## src/rtl/fpu_unpack_sequencer_pkg.sv

```systemverilog
// Shared types for the FP operand unpack sequencer: unpacked-operand record,
// sequencer state encoding and the double-precision format constants.
package fpu_unpack_pkg;

    localparam int FLEN         = 64;
    localparam int NE           = 11;
    localparam int NF           = 52;
    localparam int FMTBITS      = 2;
    localparam int NOPS_DEFAULT = 3;

    // One unpacked operand as produced by the shared unpack unit.
    typedef struct packed {
        logic            Sgn;
        logic [NE-1:0]   Exp;
        logic [NF:0]     Man;
        logic            NaN;
        logic            SNaN;
        logic            Zero;
        logic            Inf;
        logic            ExpMax;
        logic            Subnorm;
        logic [FLEN-1:0] PostBox;
    } unpack_t;

    typedef enum logic [1:0] {
        IDLE   = 2'd0,
        UNPACK = 2'd1,
        DONE   = 2'd2
    } unpseq_state_t;

endpackage

```

## src/rtl/fpu_unpack_sequencer_opsel.sv

```systemverilog
// Operand selector: picks the lowest pending slot and returns its index plus
// a one-hot mask that clears exactly that slot from the pending set.
module unpack_opsel #(
    parameter int NOPS = 3,
    localparam int IW  = (NOPS > 1) ? $clog2(NOPS) : 1
) (
    input  logic [NOPS-1:0] pending,
    output logic [IW-1:0]   idx,
    output logic [NOPS-1:0] clr_mask
);

    // below[i] is set when some slot under i is still pending
    logic [NOPS-1:0] below;

    assign below[0] = 1'b0;

    genvar gi;
    generate
        for (gi = 1; gi < NOPS; gi++) begin : g_below
            assign below[gi] = below[gi-1] | pending[gi-1];
        end
        for (gi = 0; gi < NOPS; gi++) begin : g_onehot
            assign clr_mask[gi] = pending[gi] & ~below[gi];
        end
    endgenerate

    // Encode the one-hot winner into a slot index (zero when nothing pending)
    always_comb begin
        idx = '0;
        for (int i = 0; i < NOPS; i++) begin
            if (clr_mask[i]) begin
                idx = IW'(i);
            end
        end
    end

endmodule

```

## src/rtl/fpu_unpack_sequencer.sv

```systemverilog
// Time-multiplexes one shared single-operand unpack unit over up to NOPS
// source operands. A bundle is accepted with valid/ready, masked operands are
// unpacked one per cycle in slot order, and the registered result set is
// presented with valid/ready. A bundle can be taken in the same cycle the
// previous result set is consumed, so back-to-back bundles leave no bubble.
module fpu_unpack_sequencer
    import fpu_unpack_pkg::*;
#(
    parameter int NOPS = NOPS_DEFAULT
) (
    input  logic                           clk,
    input  logic                           reset_n,
    input  logic                           Flush,
    input  logic                           InValid,
    output logic                           InReady,
    input  logic [NOPS-1:0][FLEN-1:0]      Ops,
    input  logic [NOPS-1:0]                OpMask,
    input  logic [FMTBITS-1:0]             Fmt,
    output logic [FLEN-1:0]                UnpA,
    output logic                           UnpEn,
    output logic [FMTBITS-1:0]             UnpFmt,
    input  unpack_t                        UnpRes,
    output logic                           OutValid,
    input  logic                           OutReady,
    output unpack_t [NOPS-1:0]             Res,
    output logic                           Busy
);

    localparam int IW = (NOPS > 1) ? $clog2(NOPS) : 1;

    unpseq_state_t              state_reg;
    logic [NOPS-1:0]            pending_reg;
    logic [NOPS-1:0][FLEN-1:0]  op_reg;
    logic [FMTBITS-1:0]         fmt_reg;
    unpack_t [NOPS-1:0]         res_reg;
    logic                       outvalid_reg;

    logic [IW-1:0]              sel_idx;
    logic [NOPS-1:0]            sel_clr;
    logic [NOPS-1:0]            pending_next;
    logic                       accept;

    unpack_opsel #(
        .NOPS(NOPS)
    ) u_opsel (
        .pending  (pending_reg),
        .idx      (sel_idx),
        .clr_mask (sel_clr)
    );

    assign pending_next = pending_reg & ~sel_clr;

    // Ready when idle, or when the finished set is being consumed this cycle
    assign InReady = (state_reg == IDLE) | ((state_reg == DONE) & OutReady);
    assign accept  = InValid & InReady;

    // Shared unpack unit is only driven while a slot is being unpacked
    assign UnpEn    = (state_reg == UNPACK);
    assign UnpA     = UnpEn ? op_reg[sel_idx] : '0;
    assign UnpFmt   = fmt_reg;

    assign OutValid = outvalid_reg;
    assign Res      = res_reg;
    assign Busy     = (state_reg != IDLE);

    // Sequencer: reset beats flush, flush beats accept and the output handshake
    always_ff @(posedge clk) begin
        if (!reset_n) begin
            state_reg    <= IDLE;
            pending_reg  <= '0;
            op_reg       <= '0;
            fmt_reg      <= '0;
            res_reg      <= '0;
            outvalid_reg <= 1'b0;
        end else if (Flush) begin
            state_reg    <= IDLE;
            pending_reg  <= '0;
            outvalid_reg <= 1'b0;
        end else if (accept) begin
            op_reg       <= Ops;
            fmt_reg      <= Fmt;
            pending_reg  <= OpMask;
            res_reg      <= '0;
            // An empty mask has nothing to unpack and completes immediately
            state_reg    <= (OpMask == '0) ? DONE : UNPACK;
            outvalid_reg <= (OpMask == '0);
        end else begin
            case (state_reg)
                UNPACK: begin
                    res_reg[sel_idx] <= UnpRes;
                    pending_reg      <= pending_next;
                    if (pending_next == '0) begin
                        state_reg    <= DONE;
                        outvalid_reg <= 1'b1;
                    end
                end
                DONE: begin
                    if (OutReady) begin
                        state_reg    <= IDLE;
                        outvalid_reg <= 1'b0;
                    end
                end
                default: begin
                    state_reg <= IDLE;
                end
            endcase
        end
    end

endmodule

```

## config.mk

```make
export PLATFORM = sky130hd
export DESIGN_NAME = fpu_unpack_sequencer
export DESIGN_NICKNAME = d
export VERILOG_FILES = /design/src/rtl/fpu_unpack_sequencer_pkg.sv /design/src/rtl/fpu_unpack_sequencer_opsel.sv /design/src/rtl/fpu_unpack_sequencer.sv
export SDC_FILE = /design/constraint.sdc
export NUM_CORES = 1
export LEC_CHECK = 0
export ABC_CLOCK_PERIOD_IN_PS = 4900
export BUFFER_PORTS_ARGS = -buffer_cell sky130_fd_sc_hd__buf_2
export CORE_AREA = 2 2 313 315
export DETAILED_ROUTE_END_ITERATION = 6
export DIE_AREA = 0 0 315 317
export PLACE_DENSITY = 0.41
export SYNTH_ARGS = -nofsm -noshare
export SYNTH_HDL_FRONTEND = slang
export SYNTH_SLANG_ARGS = --single-unit
```

## constraint.sdc

```tcl
create_clock -name clk -period 4.9 [get_ports clk]
set_input_delay 0.735 -clock clk [delete_from_list [all_inputs] [get_ports clk]]
set_output_delay 0.735 -clock clk [all_outputs]
set_load 0.01 [all_outputs]
```

* After elaboration in Yosys (flattened, before gate mapping)
Cells that the tools add are included.
** Word-level totals
- Output and inout bits :: 475
- Bits of input ports :: 337
- Word-level logic and storage cells :: 88
- Bits in registers :: 605
** Operators by class
- Reductions and logical operators :: 12
- Bitwise logic cells :: 12
- Mux-type cells :: 21
- Equal/unequal tests :: 4
- Magnitude comparators :: 2
** Operator list (number)
- $mux W405 :: 2
- $bwmux W405 :: 1
- $demux W135 S2 :: 1
- $mux W135 :: 1
- $bmux W64 S2 :: 1
- $mux W64 :: 2
- $mux W2 :: 5
- $logic_not A3 Y1 :: 2
- $mux W3 :: 2
- $reduce_and A2 Y1 :: 3
- $and A1 B1 Y1 :: 4
- $mux W1 :: 4
- $not A1 Y1 :: 4
- $pmux W2 S2 :: 1
- $reduce_bool A2 Y1 :: 2
- $and A3 B3 Y3 :: 1
- $lt A2 B3 Y1 const B :: 1
- $ne A3 B1 Y1 const B :: 1
- $ne A3 B3 Y1 const B :: 1
- $not A3 Y3 :: 1
- $reduce_and A3 Y1 :: 1
- $reduce_bool A3 Y1 :: 1
- $eq A2 B1 Y1 const B :: 1
- $eq A2 B2 Y1 const B :: 1
- 6 further kinds :: 7

* Logic depth before layout (Yosys ltp)
- Depth after elaboration :: 11
- Mapped depth :: 8

* By module
A second synthesis with hierarchy kept.
** Second synthesis, totals
- Cells, all modules :: 2089
- Area, all modules :: 21207.8 µm²
** By module, submodules not included
- fpu_unpack_sequencer :: cells each 2084, area an instance 21166.6 µm², instances 1
- unpack_opsel :: cells each 5, area an instance 41.3 µm², instances 1

* Least setup slack after synthesis
OpenSTA, ideal clock, no wires.
- Path type :: flip-flop to output port
- Start point :: reg pending_reg[0]
- End point :: out UnpA[10]
- Stages on the path, launching flop included :: 8
- Setup slack :: 2.462 ns
- Data arrival time :: 1.703 ns
- Path through :: dfxtp_1 buf_2 or3b_1 clkbuf_1 clkbuf_1 clkbuf_1 nor2_1 a311oi_1
** On the way
- Word-level cells in the longest chain between the ends :: 7
** Ends and longest elaborated chain
- start, declared :: line fpu_unpack_sequencer.sv:32 : logic [NOPS-1:0] pending_reg;
- start signal, assigned :: line fpu_unpack_sequencer.sv:82 : pending_reg <= OpMask;
- start signal, assigned :: line fpu_unpack_sequencer.sv:91 : pending_reg <= pending_next;
- $not A1 Y1 / $or A1 B1 Y1 (equally long branches) :: line fpu_unpack_sequencer_opsel.sv:23, fpu_unpack_sequencer_opsel.sv:20
- $and A1 B1 Y1 / $not A1 Y1 (equally long branches) :: line fpu_unpack_sequencer_opsel.sv:23 : assign clr_mask[gi] = pending[gi] & ~below[gi];
- $mux W1 / $and A1 B1 Y1 (equally long branches) :: line fpu_unpack_sequencer_opsel.sv:31, fpu_unpack_sequencer_opsel.sv:23
- $mux W2 * :: line fpu_unpack_sequencer_opsel.sv:31 : if (clr_mask[i]) begin
- $bmux W64 S2 * :: line fpu_unpack_sequencer.sv:59 : assign UnpA = UnpEn ? op_reg[sel_idx] : '0;
- $mux W64 (implied by the code) * :: line fpu_unpack_sequencer.sv:59
- $mux W64 * :: line fpu_unpack_sequencer.sv:59
- end, declared :: line fpu_unpack_sequencer.sv:19 : output logic [FLEN-1:0] UnpA,
Every way passes the cells marked *; elsewhere a longest branch is shown, timed or not. The select of a mux whose other input is x is not followed.

* Worst setup path after layout
- Start point :: reg pending_reg[0]
- End point :: out UnpA[48]
Same word-level chain as after synthesis.

==> summary.txt <==
Die
  • Die H: 317 um
  • Site row count: 114
  • Die area: 0.0999 mm^2
  • Die X-Extent: 315 um
  • Initial Util: 21.3%
  • IO Count: 812
  • Core area: 0.0963 mm^2

Synthesis
  • Avg Cell Area, Syn: 9.79 um^2
  • Post-synthesis net count: 2427
  • Seq cells post-synth: 605
  • Post-synth EDFFs: 0
  • Ys Warns: 0
  • Post-synth ARST share: 0%
  • Synthesized netlist cell count: 2090
  • Post-Syn Area: 0.0205 mm^2
  • Count leader, synth: dfxtp_1
  • Top cells by instance count after synthesis: dfxtp_1 (605), nand2_1 (521), a22o_1 (405)
  • Synth top area share: 59.2%
  • Cell taking the most area after synthesis: dfxtp_1
  • Top cells by area, synth: dfxtp_1 (59%), a22o_1 (17%), nand2_1 (9.6%)
  • Synth Flop Type: dfxtp_1
  • Netlist cell types: 30
  • Register area share after synthesis: 59.2%

Pwr
  • Comb power frac: 6.1%
  • Power Total: 11.3 mW
  • VDD IR max: 0.000240 V
  • Sw Share: 24.5%
  • Register share of total power: 44.9%
  • Cell leakage power: 12.7 nW
  • Pint: 8.54 mW
  • PD cells: 400 mW/mm^2
  • Clk pwr share: 49.0%
  • NetSw: 2.77 mW

Drt
  • Vias: 18732
  • TritonRoute pass-1 iters: 5
  • 1st-iter DRT viols: 1235
  • Post-route ant nets: 0
  • Routed wire length: 90800 um
  • Residual DRC count: 0
  • Post-DR wirelength/cell: 21.8 um
  • Vias per std cell: 4.49

CTS
  • CTS Buf Count: 73
  • Clock Latency Late Sink: 0.65 ns
  • H-tree depth: 3
  • Resized cells post-CTS: 0
  • CTS tree: done
  • Post-CTS Setup Bufs: 0
  • CTS Hold Bufs: 0
  • Clk slew on worst S/H paths: 0.06 ns
  • Root buf cell: clkbuf_16
  • Clk sinks: 605
  • Clock Path Buffers: 3

Final layout
  • Synth-to-Final Area Change: 38.2%
  • Max reg flops: 405
  • Share of cells above drive strength 1: 34.0%
  • # nets final: 3163

Run
  • Max Cap Viol: 0

Outcome
  • Status: finished, final reports clean

STA
  • Final hold viol count: 0
  • Clock Skew: 0.0189 ns
  • Min Tclk post-route: 3.89 ns
  • Final number of setup-violating endpoints: 0
  • RSZ-0062 raised after global routing: false
  • Least-Margin Pin Slew: 1.07 ns
  • F_max: 257 MHz
  • Slew HR: 28.6%
  • Setup TNS: 0 ns
  • Period utilization: 79.4%
  • Final Slew Violations: 0

Worst setup path
  • Crit path cell chain: or3b_4, buf_4, nor2_1, a311oi_1, buf_2
  • Setup crit end kind: primary output
  • Critical Path AT: 3.16 ns
  • CP required: 4.16 ns
  • Max incr delay on CP: 0.65 ns
  • Crit path buf inv count: 2
  • CP Class: reg2out
  • CP delay by family, top: buffers and inverters
  • Startpoint Class: flop
  • Critical-path top delay cell: or3b_4
  • CP max FO: 57

GRT
  • Total GRT Usage: 17.0%
  • Largest net degree at the start of global routing: 195
  • Global route overflow: 0
  • Vias in the first global route: 18397
  • First-pass GRT wire length: 127000 um
  • Initial antenna violation count: 29

Place
  • RD Place Congestion: 0.799
  • Detailed placement HPWL: 63800 um
  • IO buf count: 811

Min path
  • Worst min path class: in2reg
[final cells by class]
cell class,count,area (um^2)
inverters,3,16.3
multi-input cells,1295,7640
repair buffers,848,4460
well taps,1276,1600
diodes,14,35.0
clock inverters,34,410
clock buffers,94,2020
flip-flops and latches,605,12100
fillers,10398,68000
[power groups by stage]
stage | Sequential (mW) | Clock [mW] | Combinational, mW
finish | 5.07 | 5.55 | 0.689
global route | 5.08 | 5.89 | 0.755
CTS | 5.07 | 5.71 | 0.700
detailed placement | 5.18 | 0 | 0.699
global placement | 5.18 | 0 | 0.700
floorplan | 5.18 | 0 | 0.314
[layout by cell type (no fill, tap or decap), types with 14 or more instances in the layout]
| cell | n |
|---|---|
| a311oi_1 | 64 |
| buf_2 | 811 |
| nand2_1 | 521 |
| buf_4 | 27 |
| nor2_1 | 73 |
| a22o_1 | 405 |
| a21oi_1 | 201 |
| dfxtp_1 | 605 |
| clkbuf_16 | 73 |
| diode_2 | 14 |
| clkinv_2 | 16 |
[metal layers]
layer,wire [um],track usage (%),vias to the layer above
li1,-,-,8909
met1,36100,19.7,9021
met2,44800,28.9,623
met3,6330,5.07,163
met4,3560,7.65,16
met5,105,0,-
[worst paths after layout]
path | start | cells past startpoint | slack, ns | endpoint
setup / recovery | pending_reg[0] | 5 | 1.01 | UnpA[48]
hold / removal | UnpRes[88] | 2 | 0.33 | Res[223]
setup reg to reg | pending_reg[0] | 5 | 2.04 | Res[158]
hold reg to reg | op_reg[93] | 2 | 0.45 | op_reg[93]
[logic make-up after synthesis]
kind of cell | count (synthesis) | share of synthesized area, %
DFF | 605 | 59.2
AOI/OAI and AO/OA | 681 | 25.4
muxes | 1 | 0.0489
and+or+nand+nor | 613 | 11.5
buffers and inverters | 190 | 3.89
[stage by stage]
stage	std cells	util (%)	hold slack, ns	instance area, um^2	setup WS [ns]
finish	4169	29.4	0.332	28300	1.01
global placement	4027	26.8	0.446	25800	1.70
detailed placement	4027	26.8	0.447	25800	1.64
CTS	4155	29.3	0.271	28300	0.914
global route	4167	29.4	0.298	28300	0.762
floorplan	2090	-	0.437	20500	2.46
No activity file was read; power rests on OpenSTA's default activity.
